`src/rtl/ssds_scan_if.sv`:
```
// ssds_scan_if: host-side update bus and multiplexed display outputs of the scan controller
interface ssds_scan_if #(parameter int DIGITS = 4);
   logic [4*DIGITS-1:0] value;
   logic [DIGITS-1:0]   dots;
   logic [DIGITS-1:0]   digit_en;
   logic                lzb;
   logic                update;
   logic [6:0]          segments;
   logic                dp;
   logic [DIGITS-1:0]   digit_sel;
   logic                frame_done;
   logic                busy;
   modport master (output value, dots, digit_en, lzb, update,
                   input  segments, dp, digit_sel, frame_done, busy);
   modport slave  (input  value, dots, digit_en, lzb, update,
                   output segments, dp, digit_sel, frame_done, busy);
endinterface

```
`src/rtl/ssds_scan_controller.sv`:
```
// ssds_scan_controller: time-multiplexed seven-segment scan with frame-coherent shadow updates
module ssds_digit_mapper (
   input  logic [3:0] nib,
   output logic [6:0] seg
);
   always_comb begin
      case (nib)
         4'h0: seg = 7'h3F;
         4'h1: seg = 7'h06;
         4'h2: seg = 7'h5B;
         4'h3: seg = 7'h4F;
         4'h4: seg = 7'h66;
         4'h5: seg = 7'h6D;
         4'h6: seg = 7'h7D;
         4'h7: seg = 7'h07;
         4'h8: seg = 7'h7F;
         4'h9: seg = 7'h6F;
         4'hA: seg = 7'h77;
         4'hB: seg = 7'h7C;
         4'hC: seg = 7'h39;
         4'hD: seg = 7'h5E;
         4'hE: seg = 7'h79;
         default: seg = 7'h71;
      endcase
   end
endmodule

module ssds_scan_controller #(
   parameter int DIGITS       = 4,
   parameter int SCAN_DIV     = 50000,
   parameter int BLANK_CYCLES = 500
) (
   input logic       clk,
   input logic       rst_n,
   ssds_scan_if.slave s
);
   localparam int IW = DIGITS > 1 ? $clog2(DIGITS) : 1;
   localparam int CW = SCAN_DIV > 1 ? $clog2(SCAN_DIV) : 1;
   localparam logic [IW-1:0] IDX_MAX = IW'(DIGITS - 1);
   localparam logic [CW-1:0] CNT_MAX = CW'(SCAN_DIV - 1);
   localparam logic [CW:0]   ON_END  = (CW+1)'(SCAN_DIV - BLANK_CYCLES);

   logic [IW-1:0]       idx;
   logic [CW-1:0]       cnt;
   logic [4*DIGITS-1:0] sh_val, pd_val, upper;
   logic [DIGITS-1:0]   sh_dots, sh_en, pd_dots, pd_en, sel_q;
   logic                sh_lzb, pd_lzb, pend, dp_q, fd_q;
   logic [6:0]          seg_q, map_seg;
   logic                last, on, supp;

   // upper holds nibble idx and everything above it, so a zero test covers leading zeros
   assign upper = sh_val >> {idx, 2'b00};
   assign last  = cnt == CNT_MAX && idx == IDX_MAX;
   assign on    = {1'b0, cnt} < ON_END;
   assign supp  = !sh_en[idx] || (sh_lzb && idx != '0 && upper == '0);

   ssds_digit_mapper u_map (.nib(upper[3:0]), .seg(map_seg));

   always_ff @(posedge clk) begin
      if (!rst_n) begin
         idx     <= '0;
         cnt     <= '0;
         sh_val  <= '0;
         sh_dots <= '0;
         sh_en   <= '0;
         sh_lzb  <= 1'b0;
         pd_val  <= '0;
         pd_dots <= '0;
         pd_en   <= '0;
         pd_lzb  <= 1'b0;
         pend    <= 1'b0;
         sel_q   <= '0;
         seg_q   <= '0;
         dp_q    <= 1'b0;
         fd_q    <= 1'b0;
      end else begin
         cnt <= cnt == CNT_MAX ? '0 : cnt + 1'b1;
         if (cnt == CNT_MAX) idx <= idx == IDX_MAX ? '0 : idx + 1'b1;
         // commit reads the old pending copy even if a new update lands this cycle
         if (last && pend) {sh_val, sh_dots, sh_en, sh_lzb} <= {pd_val, pd_dots, pd_en, pd_lzb};
         if (s.update) {pd_val, pd_dots, pd_en, pd_lzb} <= {s.value, s.dots, s.digit_en, s.lzb};
         pend  <= s.update || (pend && !last);
         sel_q <= on ? DIGITS'(1) << idx : '0;
         seg_q <= on && !supp ? map_seg : '0;
         dp_q  <= on && sh_dots[idx];
         fd_q  <= last;
      end
   end

   assign s.segments   = seg_q;
   assign s.dp         = dp_q;
   assign s.digit_sel  = sel_q;
   assign s.frame_done = fd_q;
   assign s.busy       = pend;
endmodule

```
`src/flat_wrapper.sv`:
```
// flat-port wrapper written by rule: the top's interface ports become plain ports
module ssds_scan_controller_flat 
#(
   parameter int DIGITS       = 4,
   parameter int SCAN_DIV     = 50000,
   parameter int BLANK_CYCLES = 500
)
  (clk, rst_n, s_value, s_dots, s_digit_en, s_lzb, s_update, s_segments, s_dp, s_digit_sel, s_frame_done, s_busy);
  ssds_scan_if #(.DIGITS(DIGITS)) s_i ();
  input logic clk;
  input logic rst_n;
  input wire logic [$bits(s_i.value)-1:0] s_value;
  input wire logic [$bits(s_i.dots)-1:0] s_dots;
  input wire logic [$bits(s_i.digit_en)-1:0] s_digit_en;
  input wire logic [$bits(s_i.lzb)-1:0] s_lzb;
  input wire logic [$bits(s_i.update)-1:0] s_update;
  output wire logic [$bits(s_i.segments)-1:0] s_segments;
  output wire logic [$bits(s_i.dp)-1:0] s_dp;
  output wire logic [$bits(s_i.digit_sel)-1:0] s_digit_sel;
  output wire logic [$bits(s_i.frame_done)-1:0] s_frame_done;
  output wire logic [$bits(s_i.busy)-1:0] s_busy;
  assign s_i.value = s_value;
  assign s_i.dots = s_dots;
  assign s_i.digit_en = s_digit_en;
  assign s_i.lzb = s_lzb;
  assign s_i.update = s_update;
  assign s_segments = s_i.segments;
  assign s_dp = s_i.dp;
  assign s_digit_sel = s_i.digit_sel;
  assign s_frame_done = s_i.frame_done;
  assign s_busy = s_i.busy;
  ssds_scan_controller #(.DIGITS(DIGITS), .SCAN_DIV(SCAN_DIV), .BLANK_CYCLES(BLANK_CYCLES)) u_core (.clk(clk), .rst_n(rst_n), .s(s_i));
endmodule
```
`config.mk`:
```
export PLATFORM = sky130hd
export DESIGN_NAME = ssds_scan_controller_flat
export DESIGN_NICKNAME = d
export VERILOG_FILES = /design/src/rtl/ssds_scan_if.sv /design/src/rtl/ssds_scan_controller.sv /design/src/flat_wrapper.sv
export SDC_FILE = /design/constraint.sdc
export NUM_CORES = 1
export LEC_CHECK = 0
export CELL_PAD_IN_SITES_DETAIL_PLACEMENT = 0
export CELL_PAD_IN_SITES_GLOBAL_PLACEMENT = 1
export CORE_MARGIN = 10
export CORE_UTILIZATION = 48
export DETAILED_ROUTE_END_ITERATION = 7
export DONT_BUFFER_PORTS = 1
export HOLD_SLACK_MARGIN = 0.05
export PLACE_DENSITY = 0.75
export SLEW_MARGIN = 10
export SYNTH_ARGS = -nofsm -noshare
export SYNTH_HDL_FRONTEND = slang
export SYNTH_SLANG_ARGS = --single-unit
```
`constraint.sdc`:
```
create_clock -name clk -period 2.8 [get_ports clk]
set_clock_uncertainty 0.1 [all_clocks]
set_input_delay 0.28 -clock clk [delete_from_list [all_inputs] [get_ports clk]]
set_output_delay 0.28 -clock clk [all_outputs]
set_load 0.01 [all_outputs]
```
==> flow_summary.ini, run 1 <==
[outcome]
status = complete, no violations

[worst_setup_path]
startpoint_type = flip-flop
crit_buf_inv = 1
timing_worst_setup_path_type = reg -> reg
cp_cell_sequence = mux4_2 -> inv_1 -> ha_1 -> nand3_1 -> a2111o_1 -> nand3_4 -> a211oi_1
critical_path.top_delay_family = multiplexers
crit_arrival_ns = 2.44
worstPathRequired_ns = 2.93
path_max_fanout = 7
kind_of_end_point_of_the_critical_path = flip-flop
critPathSlowestCell = sky130_fd_sc_hd__mux4_2
cpPeakStageDelay_ns = 0.57

[cells_and_area]
diodes = 0
drive_above_1_share_pct = 9.26
syn2layout_area_growth_pct = 17.5
nNetsFinal = 453
finalNonFillerCells = 520
design_area_um2 = 4320

[global_routing]
grt_start_max_net_pins = 82
grt_usage_pct = 14.0
grt_antenna_before_repair = 0
grt_first_pass_wirelength_um = 13200
total_global_routing_overflow = 0
first_global_vias = 2605

[flow_run]
max_cap_violations = 0

[clock_network]
clk_pin_slew_ns = 0.09
cts_buffers = 9
worst_skew_pair.late_latency_ns = 0.36
maximum_number_of_buffers_from_clock_root_to_sink = 2
root_buffer = sky130_fd_sc_hd__clkbuf_8
clkSinkCount = 82
clock_tree.htree_level_count = 3
cts_tree = yes
cts-resized-gates = 0

[placement]
place.detailed.hpwl_um = 4920
globalplace.congestion = 0.865
preCtsSetupSlack_ns = 0.488
dp_cells = 460
portBuffers = 0
dpl-instance-area_um2 = 3680

[floorplan]
rows = 31
fp.dieArea_um2 = 11600
floorplan.io_pins = 42
die_h_um = 108
width_of_the_die_um = 108
starting_density_pct = 50.1
core-area_um2 = 7330

[yosys]
syn_inst = 382
yosys.area.top_type_share_pct = 44.7
ys_types = 47
synth-edff-count = 0
most_instantiated_flip_flop_cell_in_the_synthesis_netlist = sky130_fd_sc_hd__dfxtp_1
yosysTopAreaCell = sky130_fd_sc_hd__dfxtp_1
synthesis.area_um2 = 3680
seq_total_area_yosys_pct = 44.7
syn-num-nets = 419
top_cells_by_area_in_the_synthesized_netlist = sky130_fd_sc_hd__dfxtp_1, sky130_fd_sc_hd__mux2i_1, sky130_fd_sc_hd__nand3_1, sky130_fd_sc_hd__nor2b_1, sky130_fd_sc_hd__nand2_1
async_reset_ff_share_pct = 0
synth.avg_cell_area_um2 = 9.62
yosysMostFrequentCell = sky130_fd_sc_hd__dfxtp_1
post_synth_most_frequent_cells = sky130_fd_sc_hd__dfxtp_1, sky130_fd_sc_hd__nand2_1, sky130_fd_sc_hd__mux2i_1, sky130_fd_sc_hd__nand3_1
yosysWarningCount = 0
ys_ff_latch = 82

[sta]
finalCritPeriodShare_pct = 82.6
worstMarginPinSlew_ns = 0.683
report.final.hold_viol_count = 0
setup_slack_ns = 0.487
fmax_ghz = 0.432
unrepaired_setup_endpoints_after_global_routing = no
slew_headroom_pct = 54.3
maxSlewViolCount = 0
period_minus_slack_ns = 2.31
setup_viol_count_final = 0
setup_total_negative_slack_ns = 0

[routing]
postRouteAntennaNets = 0
route.detailed.drc = 0
num_vias = 2656
drt_wl_total_um = 7550
route.detailed.vias_per_inst = 5.11
detailedRoute.firstIterationViolations = 157
routed_wire_length_per_instance_um = 14.5
drt_first_pass_iters = 4

[pwr]
leakagePower_nw = 1.69
peakVddDrop_mv = 0.354
power.density_nw_per_um2 = 492

[min_path]
hold_class = in -> reg
[per-stage QoR]
step | power, W | hold slack, ns | util [%]
after floorplan | 0.00131 | 0.328 | -
after detailed placement | 0.00130 | 0.325 | 50.2
final | 0.00212 | 0.0819 | 58.9
after global routing | 0.00221 | 0.0697 | 58.9
after global placement | 0.00129 | 0.321 | 50.2
after CTS | 0.00215 | 0.0583 | 58.9
[state kept, by name, summed over array words and instances (netlist names)]
register	flops
u_core.s.busy	1
u_core.cnt	16
u_core.s.digit_sel	4
u_core.sh_en	4
u_core.pd_en	4
u_core.idx	2
u_core.sh_dots	4
u_core.sh_val	16
u_core.pd_dots	4
u_core.pd_val	16
u_core.s.dp	1
u_core.pd_lzb	1
u_core.s.frame_done	1
u_core.sh_lzb	1
u_core.s.segments	7
[layout make-up]
cell class	count	area, um2
Fill cell	659	3010
Tap cell	99	124
Multi-Input combinational cell	267	1860
Inverter	9	33.8
Clock buffer	10	128
Timing Repair Buffer	47	480
Clock inverter	6	50.0
Sequential cell	82	1640
[metal layers]
layer / part of all wire [%] / routed length [um] / global-route usage (%)
met4: 1.1 / 80 / 4.10
met3: 5.8 / 436 / 4.85
met5: 0 / 0 / 0
met1: 48 / 3640 / 18.4
met2: 45 / 3390 / 20.9
[final timing paths]
kind                     endpoint             start  slack [ns]  depth (start not counted)
min reg2reg      u_core.sh_val[1]  u_core.pd_val[1]        0.35                          2
min                 u_core.s.busy          s_update        0.08                          2
max          u_core.s.segments[5]     u_core.idx[0]        0.49                          7
max reg2reg  u_core.s.segments[5]     u_core.idx[0]        0.49                          7
[repair_timing]
item                      4_1_cts  5_1_grt
hold buffers                   44        0
hold endpoints to repair       56        0
buffers inserted                0        0
[worst register-to-register path: stages, from the launching register on]
cell	delay, ns
sky130_fd_sc_hd__dfxtp_1	0.40
sky130_fd_sc_hd__mux4_2	0.57
sky130_fd_sc_hd__inv_1	0.16
sky130_fd_sc_hd__ha_1	0.27
sky130_fd_sc_hd__nand3_1	0.09
sky130_fd_sc_hd__a2111o_1	0.39
sky130_fd_sc_hd__nand3_4	0.13
sky130_fd_sc_hd__a211oi_1	0.07
[cells in the final DEF (no fill, tap or decap), types with 2 or more instances in the layout]
cell                            instances
sky130_fd_sc_hd__o21ai_1                4
sky130_fd_sc_hd__inv_1                  9
sky130_fd_sc_hd__xor2_1                13
sky130_fd_sc_hd__clkbuf_8               9
sky130_fd_sc_hd__buf_4                  3
sky130_fd_sc_hd__nand2_1               37
sky130_fd_sc_hd__a221oi_2               2
sky130_fd_sc_hd__a31oi_1                2
sky130_fd_sc_hd__nand4_1                3
sky130_fd_sc_hd__clkinvlp_4             2
sky130_fd_sc_hd__nor3b_1                2
sky130_fd_sc_hd__and3_1                 6
sky130_fd_sc_hd__nand3_4                2
sky130_fd_sc_hd__a211oi_1               2
sky130_fd_sc_hd__mux2i_1               33
sky130_fd_sc_hd__mux4_2                 4
sky130_fd_sc_hd__ha_1                   9
sky130_fd_sc_hd__dlygate4sd3_1         43
sky130_fd_sc_hd__o21ai_0               25
sky130_fd_sc_hd__mux2_2                 3
sky130_fd_sc_hd__and4b_1                2
sky130_fd_sc_hd__and3_2                 3
sky130_fd_sc_hd__and2_1                 2
sky130_fd_sc_hd__nor3_1                 3
sky130_fd_sc_hd__clkinv_4               2
sky130_fd_sc_hd__nor4_1                 3
sky130_fd_sc_hd__nor2_1                26
sky130_fd_sc_hd__dfxtp_1               82
sky130_fd_sc_hd__nand3_1               33
sky130_fd_sc_hd__nor2b_1               26
sky130_fd_sc_hd__xnor2_1                5
sky130_fd_sc_hd__inv_6                  2
[cell families (layout without fill, tap and decap cells)]
family	count (synthesis)	after routing	synth area share, %
adders and majority gates	9	9	3.06
AOI/OAI and AO/OA	42	42	7.15
DFF	82	82	44.7
buffers and inverters	33	72	4.73
xor gates and xnor gates	18	18	4.29
and+or+nand+nor	157	157	23.0
muxes	41	41	13.1
[power by group]
part           switching, W  total (W)  internal (W)
Combinational     0.0000509   0.000139     0.0000877
Clock              0.000445   0.000776      0.000331
Sequential        0.0000176    0.00121       0.00119
Total              0.000513    0.00212       0.00161
No activity file was read; power rests on OpenSTA's default activity.
==> run 2, diff against run 1 <==
==> constraint.sdc (replaced) <==
create_clock -name clk -period 2.2 [get_ports clk]
set_clock_uncertainty 0.1 [all_clocks]
set_input_delay 0.22 -clock clk [delete_from_list [all_inputs] [get_ports clk]]
set_output_delay 0.22 -clock clk [all_outputs]
set_load 0.01 [all_outputs]
==> flow_summary.ini, run 2 (synthesis results as in run 1) <==
[outcome]
status = complete, no violations

[placement]
place.detailed.hpwl_um = 4840
dpl-instance-area_um2 = 3750
portBuffers = 0
globalplace.congestion = 0.811

[sta]
setup_total_negative_slack_ns = 0
slew_headroom_pct = 37.9
worstMarginPinSlew_ns = 0.929
fmax_ghz = 0.487
finalCritPeriodShare_pct = 93.3
maxSlewViolCount = 0
setup_viol_count_final = 0
period_minus_slack_ns = 2.05
unrepaired_setup_endpoints_after_global_routing = no
report.final.hold_viol_count = 0

[clock_network]
clkSinkCount = 82
root_buffer = sky130_fd_sc_hd__clkbuf_8
clk_pin_slew_ns = 0.08
cts_buffers = 9
clock_tree.htree_level_count = 3
maximum_number_of_buffers_from_clock_root_to_sink = 2
cts_tree = yes
post-cts-setup-buffers = 0
worst_skew_pair.late_latency_ns = 0.34

[pwr]
p_int_w = 0.00221
peakVddDrop_mv = 0.372
clockPowerShare_pct = 39.8
power.share.sequential_pct = 54.1
power_frac_comb_pct = 6.1
share_of_total_power_consumed_by_net_switching_pct = 22.3
leakagePower_nw = 1.73
power_spent_charging_and_discharging_nets_w = 0.000635
power.density_nw_per_um2 = 648

[worst_setup_path]
path_max_fanout = 7
crit_arrival_ns = 2.18
startpoint_type = flip-flop
crit-reg2reg-capture = u_core.s.segments[0]
critical_path.reg2reg.startpoint = u_core.idx[0]
ff2ff_path_depth = 7
kind_of_end_point_of_the_critical_path = flip-flop
timing_worst_setup_path_type = reg -> reg
reg2reg_setup_slack_ns = 0.15
timing.critical_path.from = u_core.idx[0]
worstPathRequired_ns = 2.33

[routing]
route.detailed.vias_per_inst = 5.11
route.detailed.drc = 0
routed_wire_length_per_instance_um = 14.5
drt_wl_total_um = 7520
num_vias = 2656
detailedRoute.firstIterationViolations = 113
postRouteAntennaNets = 0
drt_first_pass_iters = 5

[global_routing]
total_global_routing_overflow = 0
grt_start_max_net_pins = 82
grt_antenna_before_repair = 0
grt_first_pass_wirelength_um = 13000
grt_usage_pct = 13.7
first_global_vias = 2653

[cells_and_area]
diodes = 0
biggestRegsByFlops = u_core.cnt (16), u_core.pd_val (16), u_core.sh_val (16)
layout.cells.most_common = sky130_fd_sc_hd__dfxtp_1
nNetsFinal = 453
syn2layout_area_growth_pct = 19.5
drive_above_1_share_pct = 12.1
design_area_um2 = 4390
most-common-layout-cells = sky130_fd_sc_hd__dfxtp_1, sky130_fd_sc_hd__dlygate4sd3_1, sky130_fd_sc_hd__nand2_1, sky130_fd_sc_hd__nand3_1, sky130_fd_sc_hd__mux2i_1

[min_path]
hold_class = in -> reg
worstHoldPathCells = 3
min-delay-start = rst_n
min_to = u_core.cnt[12]

[floorplan]
width_of_the_die_um = 108
starting_density_pct = 50.1
fp.dieArea_um2 = 11600
floorplan.io_pins = 42
core-area_um2 = 7330
rows = 31
die_h_um = 108

[flow_run]
max_cap_violations = 0
## run 2: critical path, stage by stage, from the launching register on
cell	delay, ns
sky130_fd_sc_hd__dfxtp_2	0.37
sky130_fd_sc_hd__mux4_2	0.53
sky130_fd_sc_hd__inv_2	0.13
sky130_fd_sc_hd__ha_4	0.16
sky130_fd_sc_hd__nand3_1	0.07
sky130_fd_sc_hd__a2111o_1	0.39
sky130_fd_sc_hd__nand3_4	0.13
sky130_fd_sc_hd__nor3_1	0.07
## run 2: worst max path at each step
| stage | end | cells past startpoint |
|---|---|---|
| floorplan | u_core.s.segments[0] | 8 |
| global placement | u_core.s.segments[0] | 7 |
| detailed placement | u_core.s.segments[0] | 7 |
| CTS | u_core.s.segments[0] | 7 |
| global route | u_core.s.segments[0] | 7 |
| finish | u_core.s.segments[0] | 7 |
## run 2: metrics by stage
step                      power [W]  hold WS, ns  utilization (%)  setup slack (ns)  std cells
after floorplan             0.00166        0.289                -           0.00696        382
after global placement      0.00165        0.253             51.1            0.0985        465
after detailed placement    0.00165        0.259             51.1            0.0448        465
after CTS                   0.00288       0.0742             59.6            0.0254        520
after global routing        0.00297       0.0766             59.9            0.0361        520
final                       0.00285       0.0926             59.9             0.146        520
## run 2: layer usage
| metal | part of all wire [%] | global-route usage, % |
|---|---|---|
| met5 | 0 | 0 |
| met4 | 0.94 | 5.15 |
| met3 | 3.9 | 3.71 |
| met2 | 46 | 21.1 |
| met1 | 49 | 17.8 |
## run 2: repair_timing
action                                  4_1_cts  5_1_grt
endpoints found under the setup margin        0        7
hold endpoints to repair                     56        0
gates resized for setup                       0        6
hold buffers                                 39        0
## run 2: power groups by stage
stage | Combinational (W) | Sequential [W] | Clock [W]
floorplan | 0.0000962 | 0.00157 | 0
global placement | 0.0000767 | 0.00157 | 0
detailed placement | 0.0000788 | 0.00157 | 0
CTS | 0.000172 | 0.00154 | 0.00117
global route | 0.000193 | 0.00155 | 0.00123
finish | 0.000174 | 0.00154 | 0.00113
## run 2: area by class of cell
type	instances	area [um2]
clock inverters	5	62.6
clock buffers	11	151
well taps	99	124
multi-input cells	267	1890
inverters	9	33.8
fillers	628	2940
flip-flops and latches	82	1640
repair buffers	47	493
==> run 3, diff against run 2 <==
--- a/config.mk
+++ b/config.mk
@@ -8,11 +8,12 @@
 export CELL_PAD_IN_SITES_DETAIL_PLACEMENT = 0
 export CELL_PAD_IN_SITES_GLOBAL_PLACEMENT = 1
 export CORE_MARGIN = 10
-export CORE_UTILIZATION = 48
+export CORE_UTILIZATION = 51
+export CTS_BUF_LIST = sky130_fd_sc_hd__clkbuf_4
 export DETAILED_ROUTE_END_ITERATION = 7
 export DONT_BUFFER_PORTS = 1
 export HOLD_SLACK_MARGIN = 0.05
-export PLACE_DENSITY = 0.75
+export PLACE_DENSITY = 0.79
 export SLEW_MARGIN = 10
 export SYNTH_ARGS = -nofsm -noshare
 export SYNTH_HDL_FRONTEND = slang
==> flow_summary.ini, run 3 (synthesis results as in run 1) <==
[placement]
preCtsSetupSlack_ns = 0.0237
portBuffers = 0
globalplace.congestion = 0.816
place.detailed.hpwl_um = 4790
dpl-instance-area_um2 = 3720

[sta]
slew_headroom_pct = 64.0
worstMarginPinSlew_ns = 0.536
fmax_ghz = 0.478
setup_viol_count_final = 0
finalCritPeriodShare_pct = 95.2
maxSlewViolCount = 0
report.final.hold_viol_count = 0
setup_slack_ns = 0.106
period_minus_slack_ns = 2.09
fin_hold_ws_ns = 0.0715

[pwr]
post-layout-total-power_w = 0.00270
leakagePower_nw = 1.68
share_of_total_power_consumed_by_net_switching_pct = 23.4
peakVddDrop_mv = 0.387
clockPowerShare_pct = 37.4
p_int_w = 0.00207
power_frac_comb_pct = 5.6
power_spent_charging_and_discharging_nets_w = 0.000632
power.density_nw_per_um2 = 636
power.share.sequential_pct = 57.0

[floorplan]
floorplan.io_pins = 42
die_h_um = 105
rows = 30
width_of_the_die_um = 105
core-area_um2 = 6910
fp.dieArea_um2 = 11000
starting_density_pct = 53.2

[clock_network]
clock_tree.htree_level_count = 3
cts_buffers = 9
maximum_number_of_buffers_from_clock_root_to_sink = 2
root_buffer = sky130_fd_sc_hd__clkbuf_4
cts_tree = yes
clkSinkCount = 82
clk_pin_slew_ns = 0.14
worst_skew_pair.late_latency_ns = 0.43

[global_routing]
grt_usage_pct = 13.1
grt_start_max_net_pins = 83
first_global_vias = 2541
grt_antenna_before_repair = 0
grt_first_pass_wirelength_um = 12300
total_global_routing_overflow = 0

[cells_and_area]
diodes = 0
drive_above_1_share_pct = 12.9
nNetsFinal = 443
finished_core_util_pct = 61.6
layout.cells.most_common = sky130_fd_sc_hd__dfxtp_1
most-common-layout-cells = sky130_fd_sc_hd__dfxtp_1, sky130_fd_sc_hd__nand2_1, sky130_fd_sc_hd__nand3_1, sky130_fd_sc_hd__mux2i_1
design_area_um2 = 4250
syn2layout_area_growth_pct = 15.7
biggestRegsByFlops = u_core.cnt (16), u_core.pd_val (16), u_core.sh_val (16)

[worst_setup_path]
cp_cell_sequence = mux4_2 -> inv_1 -> ha_4 -> nand3_1 -> a2111o_1 -> nand3_4 -> nor3_1
timing_worst_setup_path_type = reg -> reg
critPathSlowestCell = sky130_fd_sc_hd__mux4_2
cp.depth = 7
path_max_fanout = 7
critical_path.top_delay_family = multiplexers
crit_arrival_ns = 2.31
worstPathRequired_ns = 2.42
crit_buf_inv = 1
kind_of_end_point_of_the_critical_path = flip-flop
ff2ff_path_depth = 7
startpoint_type = flip-flop
cpPeakStageDelay_ns = 0.51

[routing]
route.detailed.vias_per_inst = 5.20
drt_wl_total_um = 7190
postRouteAntennaNets = 0
route.detailed.drc = 0
detailedRoute.firstIterationViolations = 114
drt_first_pass_iters = 4
routed_wire_length_per_instance_um = 14.2
num_vias = 2638

[flow_run]
max_cap_violations = 0

[min_path]
hold_class = in -> reg
worstHoldPathCells = 3

[outcome]
status = complete, no violations
==> run 3: area by class of cell <==
cell class	instances	area, um2
multi-input combinational	267	1910
sequential	82	1640
clock inverter	7	100
tap	96	120
inverter	9	33.8
clock buffer	9	67.6
fill	622	2660
timing repair buffer	37	379
==> run 3: metrics by stage <==
step,TNS [ns],std cells
2_1_floorplan,0,382
3_3_place_gp,0,462
3_5_place_dp,0,462
4_1_cts,0,506
5_1_grt,-0.00128,507
6_report,0,507
==> run 3: worst reg2reg max path, delay by kind of cell (launching register included) <==
| family | cells | cell delay [ns] |
|---|---|---|
| DFF | 1 | 0.39 |
| adders and majority gates | 1 | 0.18 |
| AOI/OAI and AO/OA | 1 | 0.40 |
| buffers and inverters | 1 | 0.13 |
| and+or+nand+nor | 3 | 0.28 |
| muxes | 1 | 0.51 |
==> run 3: power by group through the flow <==
stage	Combinational (W)	Sequential, W	Clock, W
2_1_floorplan	0.0000962	0.00157	0
3_3_place_gp	0.0000730	0.00157	0
3_5_place_dp	0.0000754	0.00157	0
4_1_cts	0.000153	0.00154	0.00104
5_1_grt	0.000170	0.00155	0.00110
6_report	0.000151	0.00154	0.00101
==> run 3: path summary, 6_finish.rpt <==
kind	start	end	slack, ns
hold reg to reg	u_core.cnt[0]	u_core.cnt[0]	0.36
setup reg to reg	u_core.idx[0]	u_core.s.segments[0]	0.11
hold / removal	rst_n	u_core.s.busy	0.07
setup / recovery	u_core.idx[0]	u_core.s.segments[0]	0.11
==> run 3: metal layers <==
layer,GRT usage (%),share of wire (%)
met5,0,0
met2,19.4,43
met4,5.29,1.4
met1,17.7,52
met3,3.32,4.0
==> run 3: repair_timing <==
action / 4_1_cts / 5_1_grt
gates resized for setup: 1 / 8
buffers inserted: 0 / 1
endpoints found under the hold margin: 70 / 0
hold buffers: 28 / 0
gates cloned: 0 / 0
setup endpoints to repair: 1 / 19
